[config.mk]
export PLATFORM = sky130hd
export DESIGN_NAME = scale_writer
export DESIGN_NICKNAME = d
export VERILOG_FILES = /design/src/rtl/frame_buf_pkg.sv /design/src/rtl/scale_decimate.sv /design/src/rtl/scale_writer.sv
export SDC_FILE = /design/constraint.sdc
export NUM_CORES = 1
export LEC_CHECK = 0
export ABC_AREA = 1
export CAP_MARGIN = 0
export CORE_ASPECT_RATIO = 0.9
export CORE_UTILIZATION = 34
export CTS_CLUSTER_SIZE = 16
export DETAILED_ROUTE_END_ITERATION = 7
export SLEW_MARGIN = 0
export SYNTH_ARGS = -nofsm -noshare
export SYNTH_HDL_FRONTEND = slang
export SYNTH_SLANG_ARGS = --single-unit
[constraint.sdc]
create_clock -name clk_in -period 3.4 [get_ports clk_in]
set_input_delay 0.68 -clock clk_in [delete_from_list [all_inputs] [get_ports clk_in]]
set_output_delay 0.68 -clock clk_in [all_outputs]
set_load 0.02 [all_outputs]
[src/rtl/frame_buf_pkg.sv]
// Frame-buffer geometry, scale encoding and writer state shared by the
// capture-side writer and the display-side scaler.
package frame_buf_pkg;

   localparam int BUF_W  = 240;
   localparam int BUF_H  = 320;
   localparam int ADDR_W = 17;
   localparam int SH_W   = 8;   // buffer column width (0..239)
   localparam int SV_W   = 9;   // buffer row width (0..319)

   typedef enum logic [1:0] {
      SCALE_1X   = 2'b00,
      SCALE_RSVD = 2'b01,
      SCALE_4X2  = 2'b10,
      SCALE_2X   = 2'b11
   } scale_t;

   typedef enum logic {
      IDLE   = 1'b0,
      ACTIVE = 1'b1
   } state_t;

   // Exclusive upper bounds on source coordinates for each scale.
   localparam int H_LIM_1X  = BUF_W;
   localparam int V_LIM_1X  = BUF_H;
   localparam int H_LIM_4X2 = 4 * BUF_W;
   localparam int V_LIM_4X2 = 2 * BUF_H;
   localparam int H_LIM_2X  = 2 * BUF_W;
   localparam int V_LIM_2X  = 2 * BUF_W;

   // The 2x mode fills a square BUF_W x BUF_W region only.
   localparam int LAST_ADDR_FULL = BUF_W * BUF_H - 1;
   localparam int LAST_ADDR_2X   = BUF_W * BUF_W - 1;

   function automatic logic [ADDR_W-1:0] last_addr(input scale_t scale);
      return (scale == SCALE_2X) ? ADDR_W'(LAST_ADDR_2X) : ADDR_W'(LAST_ADDR_FULL);
   endfunction

endpackage

[src/rtl/scale_decimate.sv]
// Keep/window decode and source-to-buffer coordinate shift for one scale.
// Must stay in step with the display scaler so both agree on the buffer map.
module scale_decimate
   import frame_buf_pkg::*;
(
   input  scale_t            scale,
   input  logic [10:0]       hcount,
   input  logic [9:0]        vcount,
   output logic              keep,
   output logic [SH_W-1:0]   sh,
   output logic [SV_W-1:0]   sv
);

   always_comb begin
      // NOTE: every output gets a default first so no case path can infer a latch.
      keep = 1'b0;
      sh   = '0;
      sv   = '0;
      case (scale)
         SCALE_1X: begin
            keep = (hcount < 11'(H_LIM_1X)) && (vcount < 10'(V_LIM_1X));
            sh   = hcount[7:0];
            sv   = vcount[8:0];
         end
         SCALE_4X2: begin
            keep = (hcount[1:0] == 2'b00) && !vcount[0] &&
                   (hcount < 11'(H_LIM_4X2)) && (vcount < 10'(V_LIM_4X2));
            sh   = hcount[9:2];
            sv   = vcount[9:1];
         end
         SCALE_2X: begin
            keep = !hcount[0] && !vcount[0] &&
                   (hcount < 11'(H_LIM_2X)) && (vcount < 10'(V_LIM_2X));
            sh   = hcount[8:1];
            sv   = vcount[9:1];
         end
         default: ;
      endcase
   end

endmodule

[src/rtl/scale_writer.sv]
// Decimates a camera pixel stream into the 240x320 frame buffer: two-stage
// pipeline producing BRAM write enable/address/data plus frame status pulses.
module scale_writer
   import frame_buf_pkg::*;
#(
   parameter int DATA_W = 16
) (
   input  logic              clk_in,
   input  logic              rst_n_in,
   input  logic [1:0]        scale_in,
   input  logic              valid_in,
   input  logic [10:0]       hcount_in,
   input  logic [9:0]        vcount_in,
   input  logic [DATA_W-1:0] pixel_in,
   output logic              we_out,
   output logic [ADDR_W-1:0] addr_out,
   output logic [DATA_W-1:0] data_out,
   output logic              busy_out,
   output logic              frame_done_out,
   output logic              abort_out
);

   state_t              state;
   scale_t              scale_req, scale_q, scale_sel;
   logic                fs, restart, kill_s1, accept, keep;
   logic [SH_W-1:0]     sh, s1_sh;
   logic [SV_W-1:0]     sv, s1_sv;
   logic [DATA_W-1:0]   s1_pix;
   logic [ADDR_W-1:0]   s1_addr;
   logic                s1_valid, s1_last;

   assign scale_req = scale_t'(scale_in);
   assign fs        = valid_in && (hcount_in == '0) && (vcount_in == '0);
   assign restart   = fs && (scale_req != SCALE_RSVD);
   assign kill_s1   = fs && (state == ACTIVE);

   // A frame start decodes with the incoming scale; all other pixels use the latched one.
   assign scale_sel = fs ? scale_req : scale_q;

   scale_decimate u_decimate (
      .scale  (scale_sel),
      .hcount (hcount_in),
      .vcount (vcount_in),
      .keep   (keep),
      .sh     (sh),
      .sv     (sv)
   );

   // sv*240 + sh without a multiplier.
   assign s1_addr = (ADDR_W'(s1_sv) << 8) - (ADDR_W'(s1_sv) << 4) + ADDR_W'(s1_sh);
   assign s1_last = s1_valid && (s1_addr == last_addr(scale_q));

   // Once the final address sits in stage 1, nothing but a new frame start is taken.
   assign accept = valid_in && keep &&
                   (restart || ((state == ACTIVE) && !fs && !s1_last));

   // NOTE: non-blocking assignments so every register here samples pre-edge values.
   always_ff @(posedge clk_in or negedge rst_n_in) begin
      if (!rst_n_in) begin
         state          <= IDLE;
         scale_q        <= SCALE_1X;
         busy_out       <= 1'b0;
         abort_out      <= 1'b0;
         s1_valid       <= 1'b0;
         s1_sh          <= '0;
         s1_sv          <= '0;
         s1_pix         <= '0;
         we_out         <= 1'b0;
         addr_out       <= '0;
         data_out       <= '0;
         frame_done_out <= 1'b0;
      end else begin
         abort_out <= kill_s1;

         case (state)
            IDLE: begin
               if (restart) begin
                  state    <= ACTIVE;
                  busy_out <= 1'b1;
                  scale_q  <= scale_req;
               end
            end
            ACTIVE: begin
               if (fs) begin
                  if (restart) begin
                     scale_q <= scale_req;
                  end else begin
                     state    <= IDLE;
                     busy_out <= 1'b0;
                  end
               end else if (s1_last) begin
                  state    <= IDLE;
                  busy_out <= 1'b0;
               end
            end
         endcase

         s1_valid <= accept;
         if (accept) begin
            s1_sh  <= sh;
            s1_sv  <= sv;
            s1_pix <= pixel_in;
         end

         // A restart drops the old frame's stage-1 pixel instead of writing it.
         we_out         <= s1_valid && !kill_s1;
         frame_done_out <= s1_last && !kill_s1;
         if (s1_valid && !kill_s1) begin
            addr_out <= s1_addr;
            data_out <= s1_pix;
         end
      end
   end

endmodule

==> results of run 1 <==
worst max path at each step:
stage | from | endpoint | slack [ns]
2_1_floorplan | vcount_in[7] | s1_sv[8] | 1.14
3_3_place_gp | vcount_in[7] | s1_sv[1] | 0.35
3_5_place_dp | hcount_in[6] | s1_pix[11] | 0.23
4_1_cts | s1_sv[5] | s1_pix[11] | 0.42
5_1_grt | s1_sv[5] | s1_pix[14] | 0.09
6_report | s1_sv[5] | s1_sh[1] | 0.37
layout by cell type, fill, tap and decap left out, types with 2 or more instances in the layout:
cell type        netlist  final
a21oi_1                5      5
a31oi_1                4      4
nand4_1               13     13
inv_2                  9      9
o21ai_2                2      2
nand3_2                2      2
nand2_4                2      2
nor2_2                 4      4
clkdlybuf4s50_1        0     77
dfrtp_1               74     74
clkinv_4               1      2
ha_1                   9      9
o21ai_0               16     16
buf_4                  3      2
o211ai_1               8      8
a211oi_1               2      2
clkinv_2               0      2
nor3_1                 4      4
nand2_1              242    242
nand3_1               57     57
o22ai_1                9      9
nand2_2               17     17
inv_1                 63     63
nor2_1                28     28
clkbuf_16              0      9
through the flow:
stage	worst slack, ns	hold slack [ns]	power, W	instance area [um^2]
2_1_floorplan	1.14	0.384	0.000922	4300
5_1_grt	0.0876	0.390	0.00201	5500
3_3_place_gp	0.347	0.455	0.00100	5190
3_5_place_dp	0.231	0.460	0.00100	5190
6_report	0.372	0.356	0.00195	5500
4_1_cts	0.416	0.384	0.00197	5500
routing by layer:
layer	vias up	routed length (um)	track usage	part of all wire
li1	2044	-	-	-
met2	95	4490	0.250	0.43
met1	1834	5390	0.251	0.52
met5	-	0	0	0
met3	10	459	0.0319	0.044
met4	0	114	0.0476	0.011
power groups by stage:
stage | Sequential [W] | Combinational [W] | Clock [W]
after floorplan | 0.000897 | 0.0000251 | 0
after global routing | 0.000880 | 0.000117 | 0.00102
after global placement | 0.000897 | 0.000107 | 0
after detailed placement | 0.000897 | 0.000107 | 0
final | 0.000881 | 0.000106 | 0.000959
after CTS | 0.000881 | 0.000108 | 0.000980
registers in the layout, indices dropped and copies added, names as in the netlist:
register	flops
data_out	16
frame_done_out	1
s1_sv	9
busy_out	1
scale_q	2
s1_sh	8
state	1
s1_pix	16
addr_out	17
abort_out	1
we_out	1
s1_valid	1
cell families after synthesis:
group           count (synthesis)
buf+inv                        90
fa+ha+maj                       9
compound gates                 47
simple gates                  375
flops                          74
final cells by class:
cell class | count | area, um^2
inverters | 73 | 279
well taps | 160 | 200
flip-flops and latches | 74 | 1850
multi-input cells | 431 | 2050
clock buffers | 10 | 239
clock inverters | 6 | 65.1
fillers | 1248 | 6680
repair buffers | 81 | 811
critical path, delay by kind of cell, from the launching register on:
family / cells / cell delay [ns]
adders and majority gates: 1 / 0.41
buffers and inverters: 3 / 0.24
DFF: 1 / 0.41
and+or+nand+nor: 16 / 1.89
==> results.py, run 1 <==
metrics = {
    "run_status": {
        "status": "complete, no violations",
    },
    "timing": {
        "period_share": 0.891,
        "timing.final.hold_violations": 0,
        "maxSlewHeadroom": 0.582,
        "rsz0062_at_grt": "false",
        "skew_ns": 0.00627,
        "tightest_slew_ns": 0.620,
        "slew_violations": 0,
        "setup_tns_ns": 0,
        "setup_violations": 0,
        "layout_min_cycle_time_ns": 3.03,
        "fmax_mhz": 330,
    },
    "logic_synthesis": {
        "yosys.cell_types.count": 34,
        "ys_ff_latch": 74,
        "synthSimpleGateAreaFrac": 0.384,
        "yosys_warnings": 0,
        "synth_top_family_by_area": "simple AND/OR/NAND/NOR gates",
        "async_flop_share": 1.00,
        "yosys_most_used_dff": "dfrtp_1",
        "yosys.cell_count.top_type": "nand2_1",
        "synth-xor-area-share": 0,
        "syn_inst": 595,
        "synth_nets": 646,
        "synth_area_leaders": "dfrtp_1 43%, nand2_1 21%, nand3_1 6.6%",
        "synth_edf_count": 0,
        "synth_top_cell_area_share": 0.431,
        "synth_mux_area_frac": 0,
        "seq_area_frac_synth": 0.431,
        "synth_common_cells": "242 x nand2_1, 74 x dfrtp_1, 63 x inv_1",
        "synthAdderAreaFrac": 0.0262,
        "synth_area_leader_cell": "dfrtp_1",
        "syn_area_um2": 4300,
        "synth_compound_area_frac": 0.0670,
        "avgSynthCellArea_um2": 7.22,
    },
    "critical_path": {
        "endpoint_kind": "flip-flop",
        "path_max_fanout": 35,
        "worst_path_max_delay_cell": "dfrtp_1",
        "worstSetupPathType": "flip-flop to flip-flop",
        "cp_common_cell": "nand2_1",
        "critPathArrivalTime_ns": 3.30,
        "reg2reg_from": "s1_sv[5]",
        "reg2reg_setup_slack_ns": 0.37,
        "cpPeakStageDelay_ns": 0.41,
        "crit_chain": "inv_1 -> ha_1 -> nand2_1 -> inv_2 -> nand2_1 -> nand2_1 -> inv_2 -> nand2_1 -> nand2_1 -> nand2_1 -> nand2_1 -> nor2_1 -> nand2_1 -> nor2_1 -> nand3_2 -> nand2_2 -> nand2_4 -> nand2_8 -> nand2_1 -> nand2_1",
        "required_ns": 3.67,
        "worstReg2RegEnd": "s1_sh[1]",
        "startpoint_type": "flip-flop",
        "worstRegToRegCells": 20,
    },
    "cts": {
        "clk_pin_slew_ns": 0.06,
        "clockRootBuffer": "clkbuf_16",
        "clk_latency_ns": 0.34,
        "cts_hold_buf": 0,
        "cts_tree": "built",
        "cts_buffer_depth": 2,
        "htreeDepth": 3,
        "numCtsBuffers": 9,
        "post_cts_resized": 0,
        "clock-sinks": 74,
        "post_cts_buffers": 0,
    },
    "floorplanning": {
        "die-area_um2": 13100,
        "coreArea_um2": 12200,
        "dieHeight_um": 109,
        "initial_core_util": 0.353,
        "ios": 79,
        "num_rows": 38,
        "die_x_um": 120,
    },
    "power_and_ir_drop": {
        "switching_share": 0.218,
        "p_int_w": 0.00152,
        "p_comb_frac": 0.055,
        "p_leak_nw": 2.88,
        "peakVddDrop_v": 0.000252,
        "p_per_area_nw_per_um2": 354,
        "p_seq_frac": 0.453,
        "clockPowerShare": 0.493,
        "p_sw_w": 0.000424,
    },
    "global_route": {
        "antenna_found_initial": 0,
        "grt_max_degree": 75,
        "grt_pass1_wl_mm": 17.5,
        "grt_overflow": 0,
        "grt_pass1_vias": 3625,
        "grt_use_total": 0.169,
    },
    "place": {
        "io_buffers": 78,
        "gp_congestion": 0.900,
        "dp.final_hpwl_mm": 8.07,
        "dp_cells": 819,
    },
    "route": {
        "wl_per_cell_um": 12.5,
        "routed_wl_mm": 10.5,
        "drtAntennaViolNets": 0,
        "drtPass1Iterations": 5,
        "via_count": 3983,
        "via_per_inst": 4.77,
        "drt_iter0_drc": 229,
        "drt_drc_violations_left": 0,
    },
    "run": {
        "cap_viol_max_count": 0,
    },
    "final_layout": {
        "final_util": 0.451,
        "syn_to_final_growth_pct": 27.9,
        "fin_cells": 835,
        "drive_above_1_share": 0.0904,
        "nets": 721,
        "diodes": 0,
    },
    "min_path": {
        "min-delay-path-class": "primary input to async pin",
    },
}
Power figures use the tool's default switching activity.
==> run 2, diff against run 1 <==
==> constraint.sdc (replaced) <==
create_clock -name clk_in -period 2.8 [get_ports clk_in]
set_input_delay 0.56 -clock clk_in [delete_from_list [all_inputs] [get_ports clk_in]]
set_output_delay 0.56 -clock clk_in [all_outputs]
set_load 0.02 [all_outputs]
==> run 2 against run 1 <==
Compared with the run above: hold slack worse by 0.17 ns; core utilization rose by 2.9 points; final cell count rose by 3.1%; design area is 6.4% higher; clock power rose by 35%; maximum frequency is 17% higher; total power increased by 28%; count of clock-buffer cells in the layout unchanged; global-route usage up 0.20 points; sequential power up 21%; critical path depth unchanged.
==> results.py, run 2 (synthesized netlist as in run 1, its figures left out) <==
metrics = {
    "run_status": {
        "status": "complete, no violations",
    },
    "power_and_ir_drop": {
        "peakVddDrop_v": 0.000265,
        "p_leak_nw": 3.03,
        "p_per_area_nw_per_um2": 428,
    },
    "place": {
        "gp_congestion": 0.897,
        "placed_area_um2": 5330,
        "place_worst_setup_slack_ns": 0.0108,
        "dp_cells": 838,
        "io_buffers": 78,
        "dp.final_hpwl_mm": 8.22,
    },
    "cts": {
        "cts_hold_buf": 0,
        "clock-sinks": 74,
        "cts_buffer_depth": 2,
        "clk_pin_slew_ns": 0.06,
        "htreeDepth": 3,
        "clk_latency_ns": 0.34,
        "clockRootBuffer": "clkbuf_16",
        "cts_tree": "built",
        "numCtsBuffers": 9,
    },
    "route": {
        "drtPass1Iterations": 4,
        "wl_per_cell_um": 12.7,
        "drtAntennaViolNets": 0,
        "routed_wl_mm": 10.9,
        "drt_drc_violations_left": 0,
        "via_count": 4084,
        "via_per_inst": 4.74,
        "drt_iter0_drc": 189,
    },
    "timing": {
        "skew_ns": 0.00742,
        "tightest_slew_ns": 0.868,
        "rsz0062_at_grt": "false",
        "setup_violations": 0,
        "setup_tns_ns": 0,
        "fmax_mhz": 388,
        "slew_violations": 0,
        "timing.final.hold_violations": 0,
        "hold_ws_ns": 0.190,
        "fin_ws_ns": 0.220,
        "maxSlewHeadroom": 0.415,
        "layout_min_cycle_time_ns": 2.58,
        "period_share": 0.922,
    },
    "run": {
        "cap_viol_max_count": 0,
    },
    "final_layout": {
        "fillerInstances": 1210,
        "regArea_um2": 1850,
        "fin_area_um2": 5850,
        "diodes": 0,
        "final_common_cell": "nand2_1",
        "fin_cells": 861,
        "nets": 747,
        "largest_register": "addr_out",
        "reg_top3": "addr_out: 17 flops, data_out: 16 flops, s1_pix: 16 flops",
        "multi_input_area_um2": 2170,
        "layout_common_cells": "241 x nand2_1, 77 x clkdlybuf4s50_1, 72 x dfrtp_1, 62 x inv_1, 57 x nand3_1",
        "drive_above_1_share": 0.146,
        "syn_to_final_growth_pct": 36.1,
        "largest_reg_flops": 17,
    },
    "global_route": {
        "antenna_found_initial": 0,
        "grt_max_degree": 53,
        "grt_pass1_vias": 3842,
        "grt_use_total": 0.171,
        "grt_pass1_wl_mm": 17.9,
        "grt_overflow": 0,
    },
    "min_path": {
        "min-delay-path-class": "primary input to async pin",
    },
    "floorplanning": {
        "die-area_um2": 13100,
        "initial_core_util": 0.353,
        "coreArea_um2": 12200,
        "dieHeight_um": 109,
        "die_x_um": 120,
        "ios": 79,
        "num_rows": 38,
    },
    "critical_path": {
        "critPathArrivalTime_ns": 2.81,
        "worstSetupPathType": "flip-flop to flip-flop",
        "required_ns": 3.03,
        "startpoint_type": "flip-flop",
        "endpoint_kind": "flip-flop",
        "path_max_fanout": 17,
    },
}
-- run 2: cell types whose count changed in the layout (fill, tap and decap cells not counted), sizes merged --
| cell | before | now |
|---|---|---|
| clkinv | 4 | 2 |
| buf | 4 | 29 |
| clkinvlp | 1 | 0 |
| bufinv | 1 | 2 |
| nand2 | 262 | 263 |
| inv | 73 | 75 |
-- run 2: worst max-delay path: stages, from the launching register on --
cell and delay (ns):
dfrtp_1 0.39, buf_4 0.15, ha_4 0.29, nand2_1 0.09, inv_2 0.06, nand2_1 0.05, nand2_1 0.09, inv_2 0.04
nand2_1 0.08, nand2_1 0.05, nand2_1 0.10, nand2_1 0.08, nor2_2 0.15, nand2_1 0.07, nor2_1 0.11, nand3_2 0.12
nand2_4 0.11, nand2_8 0.11, buf_8 0.22, nand3_1 0.07, nand2_1 0.05
-- run 2: per-layer routing --
metal	GRT usage	up-vias	part of all wire
li1	-	2108	-
met1	0.237	1865	0.50
met2	0.275	99	0.44
met3	0.0282	12	0.040
met4	0.0503	0	0.014
met5	0	-	0
-- run 2: worst paths after layout --
path | slack (ns) | depth (start not counted) | start | end
max | 0.22 | 20 | s1_sv[0] | s1_pix[2]
min | 0.19 | 1 | rst_n_in | data_out[9]
max reg2reg | 0.22 | 20 | s1_sv[0] | s1_pix[2]
min reg2reg | 0.47 | 2 | s1_pix[7] | data_out[7]
max in group asynchronous | 1.94 | 2 | rst_n_in | s1_sv[3]
min in group clk_in | 0.47 | 2 | s1_pix[7] | data_out[7]
-- run 2: through the flow --
step                       util  total power, W
after global placement    0.438         0.00123
after detailed placement  0.438         0.00123
after CTS                 0.466         0.00253
after global routing      0.481         0.00258
final                     0.481         0.00250
after floorplan               -         0.00112
-- run 2: area by class of cell --
cell class              instances  area share
clock buffers                  10      0.0409
clock inverters                 6      0.0163
inverters                      73      0.0477
multi-input cells             432       0.372
flip-flops and latches         74       0.317
well taps                     160      0.0342
repair buffers                106       0.172
-- run 2: timing repair --
item | in CTS | in global routing
endpoints found under the setup margin | 0 | 35
resized for setup | 0 | 27
setup buffers | 0 | 5
-- run 2: power breakdown --
group          total, W   switching, W  internal [W]
Sequential      0.00107  0.00000000430       0.00107
Combinational  0.000138      0.0000657     0.0000727
Clock           0.00129       0.000477      0.000816
Total           0.00250       0.000543       0.00196
